[config.mk]
export PLATFORM = sky130hd
export DESIGN_NAME = pc_fetch
export DESIGN_NICKNAME = d
export VERILOG_FILES = /design/src/rtl/pc_fetch_pkg.sv /design/src/rtl/pc_fetch_buf.sv /design/src/rtl/pc_fetch.sv
export SDC_FILE = /design/constraint.sdc
export NUM_CORES = 1
export LEC_CHECK = 0
export ABC_CLOCK_PERIOD_IN_PS = 2200
export BUFFER_PORTS_ARGS = -buffer_cell sky130_fd_sc_hd__buf_2
export CORE_AREA = 2 2 107 134
export CTS_CLUSTER_DIAMETER = 200
export CTS_CLUSTER_SIZE = 28
export DETAILED_ROUTE_END_ITERATION = 7
export DIE_AREA = 0 0 109 136
export PLACE_DENSITY = 0.82
export SKIP_CTS_REPAIR_TIMING = 1
export SLEW_MARGIN = 0
export SYNTH_ARGS = -nofsm -noshare
export SYNTH_HDL_FRONTEND = slang
export SYNTH_HIERARCHICAL = 1
export SYNTH_SLANG_ARGS = --single-unit
[constraint.sdc]
create_clock -name i_clk -period 2.2 [get_ports i_clk]
set_clock_uncertainty 0.2 [all_clocks]
set_input_delay 0.22 -clock i_clk [delete_from_list [all_inputs] [get_ports i_clk]]
set_output_delay 0.22 -clock i_clk [all_outputs]
set_load 0.01 [all_outputs]
[src/rtl/pc_fetch_pkg.sv]
`default_nettype none
// =============================================================================
// Module      : pc_fetch_pkg
// Description : Shared fetch-stage constants: PC-select encodings, fetch FSM
//               states and word-alignment helper.
// Revision    : 1.0 - initial release
// =============================================================================
package pc_fetch_pkg;

    localparam int XLEN = 32;

    // The same encodings are driven by the branch unit in execute.
    localparam logic [1:0] PCSEL_SEQ  = 2'b00;
    localparam logic [1:0] PCSEL_JALR = 2'b01;
    localparam logic [1:0] PCSEL_TGT  = 2'b11;

    typedef enum logic [1:0] {
        S_REQ  = 2'd0,
        S_WAIT = 2'd1,
        S_DROP = 2'd2
    } fetch_state_e;

    function automatic logic [XLEN-1:0] word_align(input logic [XLEN-1:0] addr);
        return {addr[XLEN-1:2], 2'b00};
    endfunction

endpackage
`default_nettype wire

[src/rtl/pc_fetch_buf.sv]
`default_nettype none
// =============================================================================
// Module      : pc_fetch_buf
// Description : One-entry valid/ready output buffer between fetch and decode,
//               with a kill input that overrides load and consume.
// Revision    : 1.0 - initial release
// =============================================================================
module pc_fetch_buf
    import pc_fetch_pkg::*;
(
    input  logic            i_clk,
    input  logic            i_rst_n,
    input  logic            i_kill,
    input  logic            i_load,
    input  logic [XLEN-1:0] i_load_inst,
    input  logic [XLEN-1:0] i_load_pc,
    input  logic            i_ready,
    output logic            o_valid,
    output logic [XLEN-1:0] o_inst,
    output logic [XLEN-1:0] o_pc
);

    logic            valid_q, valid_d;
    logic [XLEN-1:0] inst_q, inst_d;
    logic [XLEN-1:0] pc_q, pc_d;

    // Payload only changes on load, so it stays stable while decode stalls.
    always_comb begin
        valid_d = valid_q;
        inst_d  = inst_q;
        pc_d    = pc_q;
        if (i_kill) begin
            valid_d = 1'b0;
        end else if (i_load) begin
            valid_d = 1'b1;
            inst_d  = i_load_inst;
            pc_d    = i_load_pc;
        end else if (valid_q && i_ready) begin
            valid_d = 1'b0;
        end
    end

    always_ff @(posedge i_clk) begin
        if (!i_rst_n) begin
            valid_q <= 1'b0;
            inst_q  <= '0;
            pc_q    <= '0;
        end else begin
            valid_q <= valid_d;
            inst_q  <= inst_d;
            pc_q    <= pc_d;
        end
    end

    assign o_valid = valid_q;
    assign o_inst  = inst_q;
    assign o_pc    = pc_q;

endmodule
`default_nettype wire

[src/rtl/pc_fetch.sv]
`default_nettype none
// =============================================================================
// Module      : pc_fetch
// Description : Fetch-stage PC generator and single-outstanding instruction
//               fetch controller with redirect-driven wrong-path discard.
// Revision    : 1.0 - initial release
// =============================================================================
module pc_fetch
    import pc_fetch_pkg::*;
#(
    parameter logic [XLEN-1:0] RESET_ADDR = 32'h0000_0000
) (
    input  logic            i_clk,
    input  logic            i_rst_n,
    input  logic [1:0]      i_pc_sel,
    input  logic [XLEN-1:0] i_target,
    input  logic [XLEN-1:0] i_jalr_target,
    output logic            o_flush,
    output logic            o_imem_req,
    output logic [XLEN-1:0] o_imem_addr,
    input  logic            i_imem_gnt,
    input  logic            i_imem_rvalid,
    input  logic [XLEN-1:0] i_imem_rdata,
    output logic            o_inst_valid,
    output logic [XLEN-1:0] o_inst,
    output logic [XLEN-1:0] o_inst_pc,
    input  logic            i_inst_ready
);

    fetch_state_e    state_q, state_d;
    logic [XLEN-1:0] pc_q, pc_d;
    logic [XLEN-1:0] fetch_pc_q, fetch_pc_d;

    logic            redirect;
    logic [XLEN-1:0] redirect_pc;
    logic            req;
    logic            buf_load;
    logic            buf_valid;
    logic [XLEN-1:0] buf_inst;
    logic [XLEN-1:0] buf_pc;

    assign redirect    = (i_pc_sel == PCSEL_TGT) || (i_pc_sel == PCSEL_JALR);
    assign redirect_pc = word_align((i_pc_sel == PCSEL_TGT) ? i_target : i_jalr_target);

    // A new fetch may only start if its result has somewhere to land next cycle.
    assign req = i_rst_n && (state_q == S_REQ) && (!buf_valid || i_inst_ready) && !redirect;

    always_comb begin
        state_d    = state_q;
        pc_d       = pc_q;
        fetch_pc_d = fetch_pc_q;
        buf_load   = 1'b0;
        case (state_q)
            S_REQ: begin
                if (req && i_imem_gnt) begin
                    fetch_pc_d = pc_q;
                    pc_d       = pc_q + XLEN'(4);
                    state_d    = S_WAIT;
                end
            end
            S_WAIT: begin
                if (i_imem_rvalid) begin
                    buf_load = 1'b1;
                    state_d  = S_REQ;
                end else if (redirect) begin
                    state_d = S_DROP;
                end
            end
            S_DROP: begin
                if (i_imem_rvalid) begin
                    state_d = S_REQ;
                end
            end
            default: state_d = S_REQ;
        endcase
        // Redirect wins; the buffer kill below discards any coincident load.
        if (redirect) begin
            pc_d = redirect_pc;
        end
    end

    always_ff @(posedge i_clk) begin
        if (!i_rst_n) begin
            state_q    <= S_REQ;
            pc_q       <= RESET_ADDR;
            fetch_pc_q <= '0;
        end else begin
            state_q    <= state_d;
            pc_q       <= pc_d;
            fetch_pc_q <= fetch_pc_d;
        end
    end

    pc_fetch_buf u_buf (
        .i_clk       (i_clk),
        .i_rst_n     (i_rst_n),
        .i_kill      (redirect),
        .i_load      (buf_load),
        .i_load_inst (i_imem_rdata),
        .i_load_pc   (fetch_pc_q),
        .i_ready     (i_inst_ready),
        .o_valid     (buf_valid),
        .o_inst      (buf_inst),
        .o_pc        (buf_pc)
    );

    // Outputs are forced to reset values while reset is held, before the first edge.
    assign o_flush      = redirect;
    assign o_imem_req   = req;
    assign o_imem_addr  = i_rst_n ? pc_q : RESET_ADDR;
    assign o_inst_valid = i_rst_n && buf_valid;
    assign o_inst       = i_rst_n ? buf_inst : '0;
    assign o_inst_pc    = i_rst_n ? buf_pc : '0;

endmodule
`default_nettype wire

Word-level counts from Yosys, hierarchy flattened
Index checks and enable logic that the tools add are counted.

Register bits: 131. Input port bits: 103. Output and inout bits: 99.

Reduce and logical (&&, ||, !) cells: 19. Bitwise gates (word level): 2. Mux-type cells: 16. $add $sub $neg: 1. Equal/unequal tests: 7.

Operators by type and width (number): $mux 32 (7); $add 32x3->32 const B (1); $mux 2 (4); $logic_and 1x1->1 (6); $pmux 2 s3 (1); $reduce_and 2->1 (3); $reduce_bool 2->1 (3); $eq 2x1->1 const B (2); $eq 2x2->1 const B (2); $mux 1 (4); $ne 3x3->1 const B (1); $reduce_and 3->1 (1); $logic_not 1->1 (2); $logic_not 2->1 (1); $logic_or 1x1->1 (2); $ne 2x1->1 const B (1); $ne 2x2->1 const B (1); $not 1->1 (2); $reduce_or 2->1 (1).

Logic depth before layout (Yosys ltp)
Gate-level depths: netlist (run 1).

Depth after elaboration: 8. Mapped depth: 7. Depth with buffers taken out: 6.

By module
Netlist (run 1), hierarchy kept.

Modules (own cells, without submodules): pc_fetch (instances 1, area each 3971.3 sq um, cells an instance 502); pc_fetch_buf (instances 1, area each 2670.1 sq um, cells an instance 282).

Least setup slack after synthesis (run 1)
No wires, ideal clock.

Path kind: register to register. Start point: register state_q[0]. End point: register pc_q[18]. Library setup time: 0.115 ns. Path slack: 0.300 ns. Period minus slack after synthesis: 1.900 ns. Arrival: 1.585 ns. Data required time: 1.885 ns. Buffers on the path: 1. Cell stages (with the launch flop): 7. Path through: dfxtp_1 nor4b_4 nand3_1 buf_2 nor4_1 nor3_1 o21a_1.

Cells in the longest elaborated chain, start to end: 7. Elaborated cells between the ends (all ways): 8. Those cells by class: reduce/logical: 8.

Ends and longest elaborated chain: from (decl) (line pc_fetch.sv:30) `fetch_state_e state_q, state_d;`; from (signal assigned) (line pc_fetch.sv:88) `state_q <= state_d;`; $logic_not 2->1 * (line pc_fetch.sv:46, pc_fetch.sv:53); $logic_and 1x1->1 (3 in a row) (line pc_fetch.sv:46) `assign req = i_rst_n && (state_q == S_REQ) && (!buf_valid || i_inst_ready) && !redirect;`; $logic_and 1x1->1 (line pc_fetch.sv:55) `if (req && i_imem_gnt) begin`; $reduce_bool 2->1 (no source line); $reduce_and 2->1 (no source line) *; to (signal assigned) (line pc_fetch.sv:89) `pc_q <= pc_d;`; to (decl) (line pc_fetch.sv:31) `logic [XLEN-1:0] pc_q, pc_d;`.

Every way passes the cells marked *; elsewhere a longest branch is shown, timed or not. A chain may end at the register's enable or synchronous reset.

Final worst setup path (run 1)
Start point: register pc_q[22]. End point: register pc_q[27].

Cells in the longest elaborated chain, start to end: 4.

Ends and longest elaborated chain: $add 32x3->32 (line pc_fetch.sv:57) `pc_d = pc_q + XLEN'(4);`; $mux 32 (line pc_fetch.sv:55); $mux 32 (line pc_fetch.sv:53) `case (state_q)`; $mux 32 (line pc_fetch.sv:77) `if (redirect) begin`.

Every way passes these cells. The select of a mux whose other input is x is not followed.

==> metrics.txt, run 1 <==
Place WS=between 0.03 and 0.04 ns; Worst setup SP type=register; I/O Buffers=about 200; Syn Inst Count=784; CTS HTree Levels=4; hpwl dp=about 11000 um; total grt overflow=0; Synth cell types=between 50 and 60; number of vias per cell=between 4 and 5; crit-path max FO=6; chip height=136 um; Worst-Skew Late Latency=about 0.40 ns; Vias=around 6000; final worst-path setup slack=0.131 ns; global-route wire length before repair=24200 um; post-synthesis sequential area ratio=38.3%; area of the multi-input gates=between 3000 and 4000 um^2; RSZ-0062 raised after global routing=false; syn avg cell area=around 8.5 um^2; Final Hold Fails=0; top cell type by total area after synthesis=dfxtp_1; Critical-path top delay cell=dfxtp_1; Die Footprint=14800 um^2; f_max=between 400 and 500 MHz; Synth Warn #=6; EDFF count, synth=0; Min Hold Slack=just over 0.0001 ns; initial antenna violation count=0; Finished Cell Area=between 8000 and 9000 um^2; M3 GR Usage=around 3.4%; Worst IR Drop VDD=between 0.0006 and 0.0007 V; # DRC=0; I/O pin total=around 200; CP delay by family, top=simple AND/OR/NAND/NOR gates; Fin Setup TNS=0 ns; synthesized flop and latch total=between 100 and 150; synth cell count leaders=nand2_1, dfxtp_1, and2_1; Final Max Slew Viols=0; CTS tree=yes; gr usage total=20.4%; nets=about 1100; Mapped Area=between 6000 and 7000 um^2; Primary FF master, synth=dfxtp_1; top cells by area, synth=dfxtp_1, nand2_1, mux2i_1, and2_1, mux2_2; crit path buf inv count=0; Core Area=~14000 um^2; critical path's largest stage delay=about 0.44 ns; crit end category=register; Row Count=48; Placed Instance Area=7770 um^2; filler cell count=approximately 1100; MaxCap Viol Count=0; Total Routed Length=roughly 16000 um; clock root cell=clkbuf_16; Leak=roughly 3.7 nW; clk buf depth=2; vias in the first global route=5147; Initial Utilization=about half; fraction of registers with async set/reset=0%; Hold Crit Class=in2reg; Synth top area share=38.3%; Iteration-0 DRC Markers=just under 400; # setup viols final=0; CTS Buf Count=17; period utilization=between 90% and 100%; critical setup path kind=reg2reg; WL/cell=around 14 um; outcome=completed; crit path DAT=between 2 and 2.5 ns; ANT cells=0; share of cells above drive strength 1=about 29%; Worst Path Required=2.29 ns; placer congestion estimate=between 0.8 and 0.9; clock-pin transition on the worst setup and hold timing paths=0.06 ns; fin crit period=between 2 and 2.5 ns; Register Area=roughly 2500 um^2; Power Density=692 nW/um^2; met2 usage=between 30% and 40%; worst-path cell chain=and4_1, nand3_1, nor4_1, o21ai_0, a221oi_1; Antenna Violating Nets Remaining=0; pin count of the biggest net entering global routing=between 90 and 100; P&R area growth vs syn=32.6%; DRT Pass-1 Iters=5; Die X=109 um; met1 Usage GRT=a little over a quarter; CTS Sinks=~130; busiest grt layer=met2; most common cell in the netlist=nand2_1
-- flip-flops by register name, summed over array words and instances (netlist names) --
signal	cells
fetch_pc_q	30
pc_q	30
state_q	2
u_buf/o_inst	32
u_buf/o_pc	32
u_buf/o_valid	1
-- metal layers --
layer / part of all wire (%) / vias to the layer above / routed length (um)
met2: 49 / 164 / 8000
met3: 4.8 / 24 / 789
met1: 44 / 2679 / 7270
li1: - / 3074 / -
met5: 0 / - / 0
met4: 2.2 / 0 / 358
-- final timing paths --
path | from | endpoint | slack, ns | depth (start not counted)
min reg2reg | u_buf/o_pc[13] | u_buf/o_pc[13] | 0.25 | 2
max | pc_q[22] | pc_q[27] | 0.13 | 5
min | i_jalr_target[2] | pc_q[2] | 0.0001 | 4
max reg2reg | pc_q[22] | pc_q[27] | 0.13 | 5
-- power breakdown --
part / internal [W] / total [W] / leakage [nW] / switching [W]
Combinational: 0.000313 / 0.000622 / 2.38 / 0.000308
Clock: 0.00206 / 0.00305 / 0.308 / 0.000992
Sequential: 0.00236 / 0.00242 / 1.03 / 0.0000617
Total: 0.00473 / 0.00610 / 3.72 / 0.00136
-- logic make-up after synthesis --
kind of cell	after synthesis	synth area share, %
other cells	1	0.0565
flops	127	38.3
xor+xnor	17	2.24
mux	95	14.8
simple gates	375	28.2
fa+ha+maj	1	0.188
buf+inv	68	6.41
compound gates	100	9.85
-- final cells by class --
class                   count  share of cell area, %
inverters                   6                  0.256
repair buffers            265                   19.1
clock buffers              20                   5.19
well taps                 175                   2.49
flip-flops and latches    127                   28.9
multi-input cells         592                   42.0
clock inverters            11                   2.13
-- worst register-to-register path, stage by stage (launching register included) --
cell and delay [ns]:
dfxtp_1 0.44, and4_1 0.29, nand3_1 0.24, nor4_1 0.37
o21ai_0 0.12, a221oi_1 0.30
-- metrics by stage --
stage                     utilization [%]  std cells  total power, W
after floorplan                         -        787         0.00280
after global placement               57.0       1127         0.00302
after detailed placement             57.0       1127         0.00303
after CTS                            61.7       1158         0.00608
after global routing                 64.6       1196         0.00631
final                                64.6       1196         0.00610
-- cells in the final DEF, fill, tap and decap left out, types with 4 or more instances in the layout --
cell type / n
conb_1: 4
mux2i_1: 71
inv_1: 6
a21oi_1: 19
nor3_1: 12
xor2_1: 5
nor2_1: 11
dfxtp_1: 127
xnor2_1: 12
and4_1: 4
nor4_1: 5
o21ai_0: 25
and2_1: 95
buf_2: 194
dlygate4sd3_1: 38
and3_1: 8
a211oi_1: 7
buf_4: 26
clkbuf_16: 17
bufinv_16: 5
mux2_2: 24
a21boi_0: 31
buf_12: 6
nand2_1: 206
nand3_1: 11
nand4_1: 6
Note: power is estimated with default switching activity, not from simulation.
==> run 2: changes to the inputs <==
--- a/config.mk
+++ b/config.mk
@@ -12,7 +12,7 @@
 export CTS_CLUSTER_SIZE = 28
 export DETAILED_ROUTE_END_ITERATION = 7
 export DIE_AREA = 0 0 109 136
-export PLACE_DENSITY = 0.82
+export PLACE_DENSITY_LB_ADDON = 0.1
 export SKIP_CTS_REPAIR_TIMING = 1
 export SLEW_MARGIN = 0
 export SYNTH_ARGS = -nofsm -noshare
==> metrics.txt, run 2 (synthesized netlist as in run 1, its figures left out) <==
clock-pin transition on the worst setup and hold timing paths=0.06 ns (about the same); Worst Path Required=2.33 ns (+0.04 ns); global-route wire length before repair=24600 um (+1.7%); failing checks=negative hold slack; share of cells above drive strength 1=28.7% (+0.098 points); Antenna Violating Nets Remaining=0 (unchanged); CP delay by family, top=simple AND/OR/NAND/NOR gates; Final Hold Fails=1 (+1); Core Area=13600 um^2 (unchanged); CTS Buf Count=17 (unchanged); worst slew pin tran=between 0.6 and 0.7 ns; nets=1113 (unchanged); # DRC=0 (unchanged); DRT Pass-1 Iters=4 (-1); vias in the first global route=5205 (+1.1%); number of vias per cell=4.87 (-2.0%); Worst setup SP type=register; ANT cells=0 (unchanged); Min Hold Slack=-0.00629 ns (-0.00640 ns); Initial Utilization=48.7% (unchanged); Slew headroom=between 50% and 60%; CP startpoint=state_q[0]; Register Area=2540 um^2 (unchanged); f_max=496 MHz (+2.5%); Vias=5820 (-2.0%); Hold Crit Class=in2reg; Iteration-0 DRC Markers=347 (-11%); total grt overflow=0 (unchanged); Power Total=0.00594 W (-2.5%); hpwl dp=10800 um (-5.2%); most common cell after layout, fill and taps aside=nand2_1; Worst IR Drop VDD=0.000376 V (-39%); area of the multi-input gates=3700 um^2 (about the same); crit-path max FO=6 (unchanged); outcome=complete, but fails checks; P&R area growth vs syn=31.6%; I/O Buffers=195 (unchanged); M3 GR Usage=5.66% (+2.3 points); Die X=109 um (unchanged); met1 Usage GRT=27.3% (+1.3 points); gr usage total=21.0% (+0.51 points); critical setup path kind=reg2reg; initial antenna violation count=0 (unchanged); pin count of the biggest net entering global routing=203 (+110%); critical path's largest stage delay=0.37 ns (-0.07 ns); Leak=3.70 nW (-0.53%); CTS HTree Levels=4 (unchanged); fin crit period=2.02 ns (-0.0510 ns); Total Routed Length=15900 um (-3.1%); chip height=136 um (unchanged); period utilization=91.7% (-2.3 points); CTS Sinks=127 (unchanged); filler cell count=1222 (+7.6%); # setup viols final=0 (unchanged); WL/cell=13.3 um (-3.1%); Final Max Slew Viols=0 (unchanged); crit end category=register; CTS tree=yes; MaxCap Viol Count=0 (unchanged); worst-path cell chain=nor4b_4, nand3_2, buf_4, nor4_2, nor3_1, a211oi_1; met2 usage=33.5% (-0.52 points); I/O pin total=202 (unchanged); Fin Setup TNS=0 ns (unchanged); Worst Hold Launch=i_jalr_target[3]; placer congestion estimate=0.866 (-2.8%); clk buf depth=2 (unchanged); Row Count=48 (unchanged); commonest cells after routing, fill and taps aside=nand2_1, buf_2, dfxtp_1; RSZ-0062 raised after global routing=false; crit path buf inv count=1 (+1); busiest grt layer=met2; Worst-Skew Late Latency=0.41 ns (about the same); Die Footprint=14800 um^2 (unchanged); r2r startpoint=state_q[0]; crit path DAT=2.15 ns (about the same); clock root cell=clkbuf_16; Power Density=680 nW/um^2 (-1.8%); Critical-path top delay cell=nor4b_4
==> run 2: per-stage QoR <==
stage                     std cells  setup WS (ns)  instance area, um^2  hold WS, ns  utilization (%)
final                          1196          0.182                 8740     -0.00629             64.1
after global routing           1196         0.0571                 8740       0.0220             64.1
after CTS                      1158          0.137                 8350       -0.199             61.3
after detailed placement       1127          0.146                 7730        0.236             56.7
after global placement         1127          0.169                 7730        0.238             56.7
after floorplan                 787          0.300                 6650       0.0961                -
==> run 2: power by group <==
group	switching [W]	leakage, nW	internal [W]
Combinational	0.000305	2.37	0.000308
Clock	0.000973	0.302	0.00194
Sequential	0.0000554	1.03	0.00236
==> run 2: routing by layer <==
metal  up-vias  part of all wire, %
li1       3071                    -
met1      2556                   46
met3        11                  5.9
met5         -                    0
met4         0                  1.0
met2       182                   47
==> run 2: tightest hold or removal path, cell delays in order <==
cell and delay [ns]:
buf_2 0.07, mux2i_1 0.05, nand2_1 0.08, and3_1 0.14
==> run 2: final timing paths <==
check | depth (start not counted) | to | slack (ns)
max reg2reg | 6 | pc_q[24] | 0.18
min | 4 | pc_q[3] | -0.006
min reg2reg | 2 | u_buf/o_inst[9] | 0.25
max | 6 | pc_q[24] | 0.18
==> run 2: cell type report <==
cell class | count | area share [%]
Clock inverter | 11 | 1.88
Clock buffer | 20 | 5.22
Timing Repair Buffer | 265 | 18.8
Multi-Input combinational cell | 592 | 42.3
Sequential cell | 127 | 29.1
Inverter | 6 | 0.258
Tap cell | 175 | 2.51
